===== src/rtl/rv32_wb_pkg.sv =====
// Shared definitions for the RV32IM write-back stage: load funct3 codes and
// the write-port arbiter state encoding.
package rv32_wb_pkg;

  localparam logic [2:0] F3_LB  = 3'b000;
  localparam logic [2:0] F3_LH  = 3'b001;
  localparam logic [2:0] F3_LW  = 3'b010;
  localparam logic [2:0] F3_LBU = 3'b100;
  localparam logic [2:0] F3_LHU = 3'b101;

  typedef enum logic {
    WB_NORMAL      = 1'b0,
    WB_MD_PRIORITY = 1'b1
  } wb_state_e;

endpackage


===== src/rtl/load_formatter.sv =====
// Load result formatting: selects the addressed byte/halfword out of the raw
// memory word and sign- or zero-extends it to XLEN.
module load_formatter #(
  parameter int XLEN = 32
) (
  input  logic [XLEN-1:0] data,
  input  logic [2:0]      funct3,
  input  logic [1:0]      addr_lo,
  output logic [XLEN-1:0] result
);
  import rv32_wb_pkg::*;

  logic [7:0]  byte_sel;
  logic [15:0] half_sel;

  always_comb begin
    byte_sel = data[7:0];
    unique case (addr_lo)
      2'd0: byte_sel = data[7:0];
      2'd1: byte_sel = data[15:8];
      2'd2: byte_sel = data[23:16];
      2'd3: byte_sel = data[31:24];
      default: byte_sel = data[7:0];
    endcase
    // addr_lo[0] is don't-care for halfwords; misalignment traps upstream
    half_sel = addr_lo[1] ? data[31:16] : data[15:0];
  end

  always_comb begin
    result = data;
    case (funct3)
      F3_LB:   result = {{(XLEN-8){byte_sel[7]}}, byte_sel};
      F3_LBU:  result = {{(XLEN-8){1'b0}}, byte_sel};
      F3_LH:   result = {{(XLEN-16){half_sel[15]}}, half_sel};
      F3_LHU:  result = {{(XLEN-16){1'b0}}, half_sel};
      F3_LW:   result = data;
      default: result = data;
    endcase
  end

endmodule


===== src/rtl/wb_write_arbiter.sv =====
// Register-file write-port master: merges the MEM/WB slot and the MUL/DIV
// result handshake, pipeline first, with a starvation override for MUL/DIV.
module wb_write_arbiter #(
  parameter int XLEN         = 32,
  parameter int STARVE_LIMIT = 4,
  parameter int CNT_W        = 32
) (
  input  logic             CLK,
  input  logic             RESETN,
  input  logic             PIPE_VALID,
  input  logic [4:0]       PIPE_RD,
  input  logic [XLEN-1:0]  PIPE_DATA,
  input  logic             PIPE_ISLOAD,
  input  logic [2:0]       PIPE_FUNCT3,
  input  logic [1:0]       PIPE_ADDR_LO,
  output logic             PIPE_STALL,
  input  logic             MD_VALID,
  input  logic [4:0]       MD_RD,
  input  logic [XLEN-1:0]  MD_DATA,
  output logic             MD_READY,
  output logic             RF_WE,
  output logic [4:0]       RF_WADDR,
  output logic [XLEN-1:0]  RF_WDATA,
  output logic [CNT_W-1:0] WB_COUNT
);
  import rv32_wb_pkg::*;

  localparam int SW = (STARVE_LIMIT > 1) ? $clog2(STARVE_LIMIT) : 1;
  localparam logic [SW-1:0] STARVE_TOP = SW'(STARVE_LIMIT - 1);

  wb_state_e        state_q, state_d;
  logic [SW-1:0]    starve_q, starve_d;
  logic             pipe_claims;
  logic             md_ready;
  logic             pipe_stall;
  logic             grant_pipe;
  logic             grant_md;
  logic [XLEN-1:0]  load_data;
  logic [XLEN-1:0]  pipe_wdata;

  logic             rf_we_q;
  logic [4:0]       rf_waddr_q;
  logic [XLEN-1:0]  rf_wdata_q;
  logic [CNT_W-1:0] wb_count_q;

  load_formatter #(.XLEN(XLEN)) u_fmt (
    .data    (PIPE_DATA),
    .funct3  (PIPE_FUNCT3),
    .addr_lo (PIPE_ADDR_LO),
    .result  (load_data)
  );

  assign pipe_wdata = PIPE_ISLOAD ? load_data : PIPE_DATA;

  always_comb begin
    state_d     = state_q;
    starve_d    = starve_q;
    md_ready    = 1'b0;
    pipe_stall  = 1'b0;
    // an rd=0 slot is consumed silently and leaves the port free for MUL/DIV
    pipe_claims = PIPE_VALID && (PIPE_RD != 5'd0);
    unique case (state_q)
      WB_NORMAL: begin
        md_ready = RESETN && !pipe_claims;
        if (MD_VALID && !md_ready) begin
          if (starve_q == STARVE_TOP) begin
            state_d  = WB_MD_PRIORITY;
            starve_d = '0;
          end else begin
            starve_d = starve_q + 1'b1;
          end
        end else begin
          starve_d = '0;
        end
      end
      WB_MD_PRIORITY: begin
        md_ready   = 1'b1;
        pipe_stall = 1'b1;
        state_d    = WB_NORMAL;
        starve_d   = '0;
      end
      default: begin
        state_d  = WB_NORMAL;
        starve_d = '0;
      end
    endcase
    grant_pipe = (state_q == WB_NORMAL) && pipe_claims;
    grant_md   = !grant_pipe && MD_VALID && md_ready;
  end

  always_ff @(posedge CLK or negedge RESETN) begin
    if (!RESETN) begin
      state_q    <= WB_NORMAL;
      starve_q   <= '0;
      rf_we_q    <= 1'b0;
      rf_waddr_q <= '0;
      rf_wdata_q <= '0;
      wb_count_q <= '0;
    end else begin
      state_q  <= state_d;
      starve_q <= starve_d;
      rf_we_q  <= 1'b0;
      if (grant_pipe) begin
        rf_we_q    <= 1'b1;
        rf_waddr_q <= PIPE_RD;
        rf_wdata_q <= pipe_wdata;
        wb_count_q <= wb_count_q + 1'b1;
      end else if (grant_md) begin
        // rd=0 results complete the handshake but never reach x0
        rf_we_q    <= (MD_RD != 5'd0);
        rf_waddr_q <= MD_RD;
        rf_wdata_q <= MD_DATA;
        if (MD_RD != 5'd0) wb_count_q <= wb_count_q + 1'b1;
      end
    end
  end

  assign MD_READY   = md_ready;
  assign PIPE_STALL = pipe_stall;
  assign RF_WE      = rf_we_q;
  assign RF_WADDR   = rf_waddr_q;
  assign RF_WDATA   = rf_wdata_q;
  assign WB_COUNT   = wb_count_q;

endmodule

===== config.mk =====
export PLATFORM = sky130hd
export DESIGN_NAME = wb_write_arbiter
export DESIGN_NICKNAME = d
export VERILOG_FILES = /design/src/rtl/rv32_wb_pkg.sv /design/src/rtl/load_formatter.sv /design/src/rtl/wb_write_arbiter.sv
export SDC_FILE = /design/constraint.sdc
export NUM_CORES = 1
export LEC_CHECK = 0
export CORE_MARGIN = 5
export CORE_UTILIZATION = 45
export CTS_BUF_LIST = sky130_fd_sc_hd__clkbuf_8
export DETAILED_ROUTE_END_ITERATION = 8
export GPL_ROUTABILITY_DRIVEN = 0
export PLACE_DENSITY = 0.82
export SYNTH_ARGS = -nofsm -noshare
export SYNTH_HDL_FRONTEND = slang
export SYNTH_SLANG_ARGS = --single-unit
export TNS_END_PERCENT = 20

===== constraint.sdc =====
create_clock -name CLK -period 2.3 [get_ports CLK]
set_input_delay 0.345 -clock CLK [delete_from_list [all_inputs] [get_ports CLK]]
set_output_delay 0.345 -clock CLK [all_outputs]
set_load 0.02 [all_outputs]

== Word-level counts from Yosys, hierarchy flattened ==
Index checks and enable logic that the tools add are counted.
Storage, ports and cells
  bits of input ports: 84
  register bits: 73
  output and inout bits: 72
  logic and storage cells: 53
Operators by class
  multiplexer cells: 21
  bitwise gates (word level): 1
  reduce and logical (&&, ||, !) cells: 16
  add/subtract/negate cells: 2
  equal/unequal tests: 7
Operators with widths (count)
  $mux 32: 6
  $pmux 32 s4: 1
  $add 32x1->32 const B: 1
  $pmux 8 s4: 1
  $mux 16: 1
  $mux 5: 2
  $reduce_bool 5->1: 2
  $eq 2x2->1 const B: 3
  $eq 3x3->1 const B: 2
  $logic_and 1x1->1: 6
  $mux 1: 5
  $mux 2: 2
  $pmux 1 s2: 2
  $pmux 2 s2: 1
  $reduce_bool 2->1: 2
  $eq 3x1->1 const B: 1
  $logic_not 1->1: 3
  $logic_not 3->1: 1
  $add 2x1->2 const B: 1
  $eq 2x1->1 const B: 1
  $logic_not 2->1: 1
  $reduce_and 2->1: 1
  $not 1->1: 1

== Depth between registers and ports, before layout ==
  depth in word-level cells: 8
  mapped depth: 7
  depth with buffers taken out: 5

== By module ==
A second synthesis with hierarchy kept.
Unflattened totals
  cell total of the unflattened synthesis: 491
  area total of the unflattened synthesis: 4330.4 um^2
By module, submodules not included
  wb_write_arbiter: area each 3662.3 um^2, seq. area each 1826.8 um^2, times used 1, cells an instance 380
  load_formatter: area each 668.1 um^2, seq. area each 0.0 um^2, times used 1, cells an instance 111

== Worst setup path after synthesis ==
Ideal clock, no wire load.
  path type: register to register
  start point: register wb_count_q[2] (netlist: WB_COUNT[2])
  end point: register wb_count_q[29] (netlist: WB_COUNT[29])
  arrival: 1860 ps
  slack: 360 ps
  stages on the path, launching flop included: 7
  required time: 2220 ps
  path buffers: 1
  library setup time: 80 ps
  clock period less this slack: 1940 ps
  path through: dfrtp_1 and4_4 nand4_4 or4_4 buf_6 nor4_2 xor2_1
On the way
  cells in the longest elaborated chain, start to end: 4
Ends and longest elaborated chain
  from (decl): RTL line wb_write_arbiter.sv:44  | logic [CNT_W-1:0] wb_count_q;
  from (signal assigned): RTL line wb_write_arbiter.sv:107  | wb_count_q <= wb_count_q + 1'b1;
  from (signal assigned): RTL line wb_write_arbiter.sv:113  | if (MD_RD != 5'd0) wb_count_q <= wb_count_q + 1'b1;
  $add 32x1->32 (*): RTL line wb_write_arbiter.sv:107, wb_write_arbiter.sv:113
  $mux 32: RTL line wb_write_arbiter.sv:113
  $mux 32: RTL line wb_write_arbiter.sv:108  | end else if (grant_md) begin
  $mux 32 (*): RTL line wb_write_arbiter.sv:103  | if (grant_pipe) begin
Every way passes the cells marked *; elsewhere a longest branch is shown, timed or not. The select of a mux whose other input is x is not followed.
A chain may end at the register's enable or synchronous reset.

== Final worst setup path ==
  start point: input PIPE_RD[1]
  end point: output MD_READY
On the way
  cells in the longest elaborated chain, start to end: 5
Ends and longest elaborated chain
  from (decl): RTL line wb_write_arbiter.sv:11  | input logic [4:0] PIPE_RD,
  $reduce_bool 5->1: RTL line wb_write_arbiter.sv:61  | pipe_claims = PIPE_VALID && (PIPE_RD != 5'd0);
  $logic_and 1x1->1: RTL line wb_write_arbiter.sv:61
  $logic_not 1->1: RTL line wb_write_arbiter.sv:64  | md_ready = RESETN && !pipe_claims;
  $logic_and 1x1->1: RTL line wb_write_arbiter.sv:64
  $pmux 1 s2: RTL line wb_write_arbiter.sv:62  | unique case (state_q)
  to (decl): RTL line wb_write_arbiter.sv:20  | output logic MD_READY,
Every way passes these cells.

==> results.sh <==
export IMPL_port_buffers=155
export IMPL_drc=0
export IMPL_finalWirelength_um=12800
export IMPL_max_cap_violations=0
export IMPL_cp_max_fo=2
export IMPL_dp_hpwl_um=9860
export IMPL_grt_pass1_vias=4061
export IMPL_rows=34
export IMPL_n_antenna_cell=0
export IMPL_firstDrtPassIters=5
export IMPL_grt_pass1_wl_um=20100
export IMPL_p_switching_mw=1.23
export IMPL_synth_cells=392
export IMPL_vias_per_cell=5.73
export IMPL_final_nets=653
export IMPL_p_clk_share_pct=29.8
export IMPL_combPwrFrac_pct=31.3
export IMPL_drt_iter0_markers=125
export IMPL_timing_final_ws_setup_ns=0.0765
export IMPL_outcome="finished, final reports clean"
export IMPL_crit_type="input port to primary output"
export IMPL_ys_ff_latch=73
export IMPL_postRouteAntennaNets=0
export IMPL_synthFlopType="dfrtp_1"
export IMPL_antenna_found_initial=0
export IMPL_power_frac_seq_pct=39.0
export IMPL_powerDensity_nw_per_um2=665
export IMPL_syn_num_nets=478
export IMPL_hold_viol=0
export IMPL_die_area_sq_um=10600
export IMPL_cts_root_buffer="clkbuf_8"
export IMPL_ir_worst_vdd_mv=0.376
export IMPL_drive_gt1_share_pct=14.7
export IMPL_core_sq_um=8590
export IMPL_place_ws_ns=-0.414
export IMPL_reg2regPathDepth=5
export IMPL_max_slew_margin_rel_pct=33.2
export IMPL_finClkSkew_ns=0.00707
export IMPL_clk_path_buf_depth=2
export IMPL_clock_fmax_mhz=450
export IMPL_numCtsBuffers=9
export IMPL_r2r_setup_slack_ns=0.20
export IMPL_switching_share_pct=30.8
export IMPL_placed_area_sq_um=5750
export IMPL_synth_cell_type_count=53
export IMPL_post_cts_setup_buffers=0
export IMPL_start_kind="input port"
export IMPL_min_path_type="input port to asynchronous set/reset pin"
export IMPL_p_int_mw=2.76
export IMPL_h_tree_depth=3
export IMPL_cts_tree="built"
export IMPL_gr_usage_all_layers_pct=24.7
export IMPL_cp_required_ns=1.96
export IMPL_pin_count=156
export IMPL_rsz0062_at_grt="no"
export IMPL_synth_edff_count=0
export IMPL_period_minus_slack_ns=2.22
export IMPL_power_mw=4.00
export IMPL_ys_warn_count=0
export IMPL_r2r_end="RF_WDATA[26]"
export IMPL_yosysSeqAreaShare_pct=46.8
export IMPL_grt_overflow_total=0
export IMPL_cp_end_kind="primary output"
export IMPL_syn_area_per_cell_sq_um=9.96
export IMPL_async_flop_share_pct=100
export IMPL_syn2layout_area_growth_pct=53.8
export IMPL_p_leak_nw=2.58
export IMPL_start_util_pct=45.4
export IMPL_synth_area_sq_um=3900
export IMPL_slew_violations=0
export IMPL_die_width_um=103
export IMPL_cts_reportedPaths_clkPinSlew_ns=0.08
export IMPL_max_slew_worst_pin_slew_ns=1.00
export IMPL_finalInstanceArea_sq_um=6000
export IMPL_vias=3895
export IMPL_worstPathArrival_ns=1.88
export IMPL_die_h_um=103
export IMPL_worstReg2RegStart="state_q"
export IMPL_cts_sinks=73
export IMPL_avgRoutedWirePerCell_um=18.8
export IMPL_grt_start_max_net_pins=46
export IMPL_setup_violations=0
export IMPL_fin_crit_sh_pct=96.7
export IMPL_clk_insertion_delay_late_ns=0.35
==> worst max path at each step <==
| stage | start | endpoint | slack (ns) | depth (start not counted) |
|---|---|---|---|---|
| after floorplan | WB_COUNT[2] | WB_COUNT[29] | 0.36 | 6 |
| after global placement | PIPE_RD[3] | MD_READY | -0.40 | 6 |
| after detailed placement | PIPE_RD[1] | MD_READY | -0.41 | 6 |
| after CTS | PIPE_RD[1] | WB_COUNT[12] | 0.01 | 8 |
| after global routing | PIPE_ADDR_LO[1] | RF_WDATA[16] | 0.004 | 6 |
| final | PIPE_RD[1] | MD_READY | 0.08 | 6 |
==> critical path, cell delays in order <==
cell and delay [ns]:
clkdlybuf4s50_1 0.43, or4_4 0.57, o21bai_2 0.17, o21ai_0 0.13, inv_1 0.06, buf_2 0.16
==> cell usage after synthesis (all sizes together) (5+ instances only) <==
cell	count	area share, %
nor2	10	0.96
xnor2	17	3.8
and3	9	1.6
nor4	6	1.4
buf	7	1.1
clkbuf	19	1.8
nand3	13	1.7
a22o	7	1.6
a21oi	17	2.2
a221oi	9	2.0
a32oi	5	1.1
o21a	5	0.96
a311o	16	4.1
nand2	76	7.3
nand4	8	1.7
nor3	8	1.5
mux2i	8	2.1
inv	5	0.48
o21ai	9	1.5
a31oi	12	1.9
dfrtp	73	47
mux2	9	2.6
xor2	14	3.1
==> placed cells by master, fill, tap and decap left out, types with 7 or more instances in the layout <==
cell type        synthesis  layout
mux2_2                   9       9
xor2_1                  14      14
xnor2_1                 17      17
clkbuf_8                 0      12
nand3_1                 13      13
and3_1                   7       7
buf_4                    1      33
mux2i_1                  8       8
a311o_1                 16      16
clkdlybuf4s50_1          0     153
a221oi_1                 9       9
a21oi_1                 17      17
a22o_1                   7       7
nand2_1                 76      76
nor2_1                  10      10
dfrtp_1                 73      73
nand4_1                  7       7
a31oi_1                 12      12
==> state kept, by name, summed over array words and instances (netlist names) <==
name and flops:
WB_COUNT 32, state_q 1, RF_WE 1, starve_q 2
RF_WADDR 5, RF_WDATA 32
==> logic make-up (layout without fill, tap and decap cells) <==
logic type | Yosys count | count (layout) | synth area share [%]
DFF | 73 | 73 | 46.8
buffers and inverters | 31 | 211 | 3.40
adders and majority gates | 2 | 2 | 0.641
muxes | 18 | 18 | 5.22
xor gates and xnor gates | 31 | 31 | 6.96
and+or+nand+nor | 146 | 146 | 19.2
AOI/OAI and AO/OA | 91 | 91 | 17.8
==> cell type report <==
cell class,instances,area [sq um]
clock inverter,4,73.8
tap,108,135
sequential,73,1830
fill,649,2590
multi-input combinational,288,1960
timing repair buffer,190,1830
clock buffer,12,165
inverter,5,18.8
==> timing repair <==
action / in CTS / in global routing
endpoints found under the hold margin: 2 / 0
setup endpoints to repair: 7 / 9
resized for setup: 5 / 1
hold buffers: 1 / 0
gates cloned: 0 / 0
==> routing by layer <==
metal	track usage, %	wire length [um]	part of all wire [%]
met1	29.1	4890	38
met2	40.6	6150	48
met3	7.10	1170	9.2
met4	13.2	578	4.5
met5	0	0	0
==> through the flow <==
stage	TNS, ns	utilization [%]	hold WS [ns]	instances
floorplan	0	-	0.0494	392
global placement	-9.13	66.9	0.158	663
detailed placement	-11.37	66.9	0.160	663
CTS	0	69.8	0.354	680
global route	0	69.9	0.364	680
finish	0	69.9	0.378	680
==> power by group through the flow <==
| stage | Clock [mW] | Sequential (mW) | Combinational [mW] |
|---|---|---|---|
| final | 1.19 | 1.56 | 1.25 |
| after global routing | 1.27 | 1.58 | 1.34 |
| after CTS | 1.21 | 1.55 | 1.26 |
| after detailed placement | 0 | 1.57 | 1.25 |
| after global placement | 0 | 1.57 | 1.22 |
| after floorplan | 0 | 1.73 | 0.398 |
No activity file was read; power rests on OpenSTA's default activity.
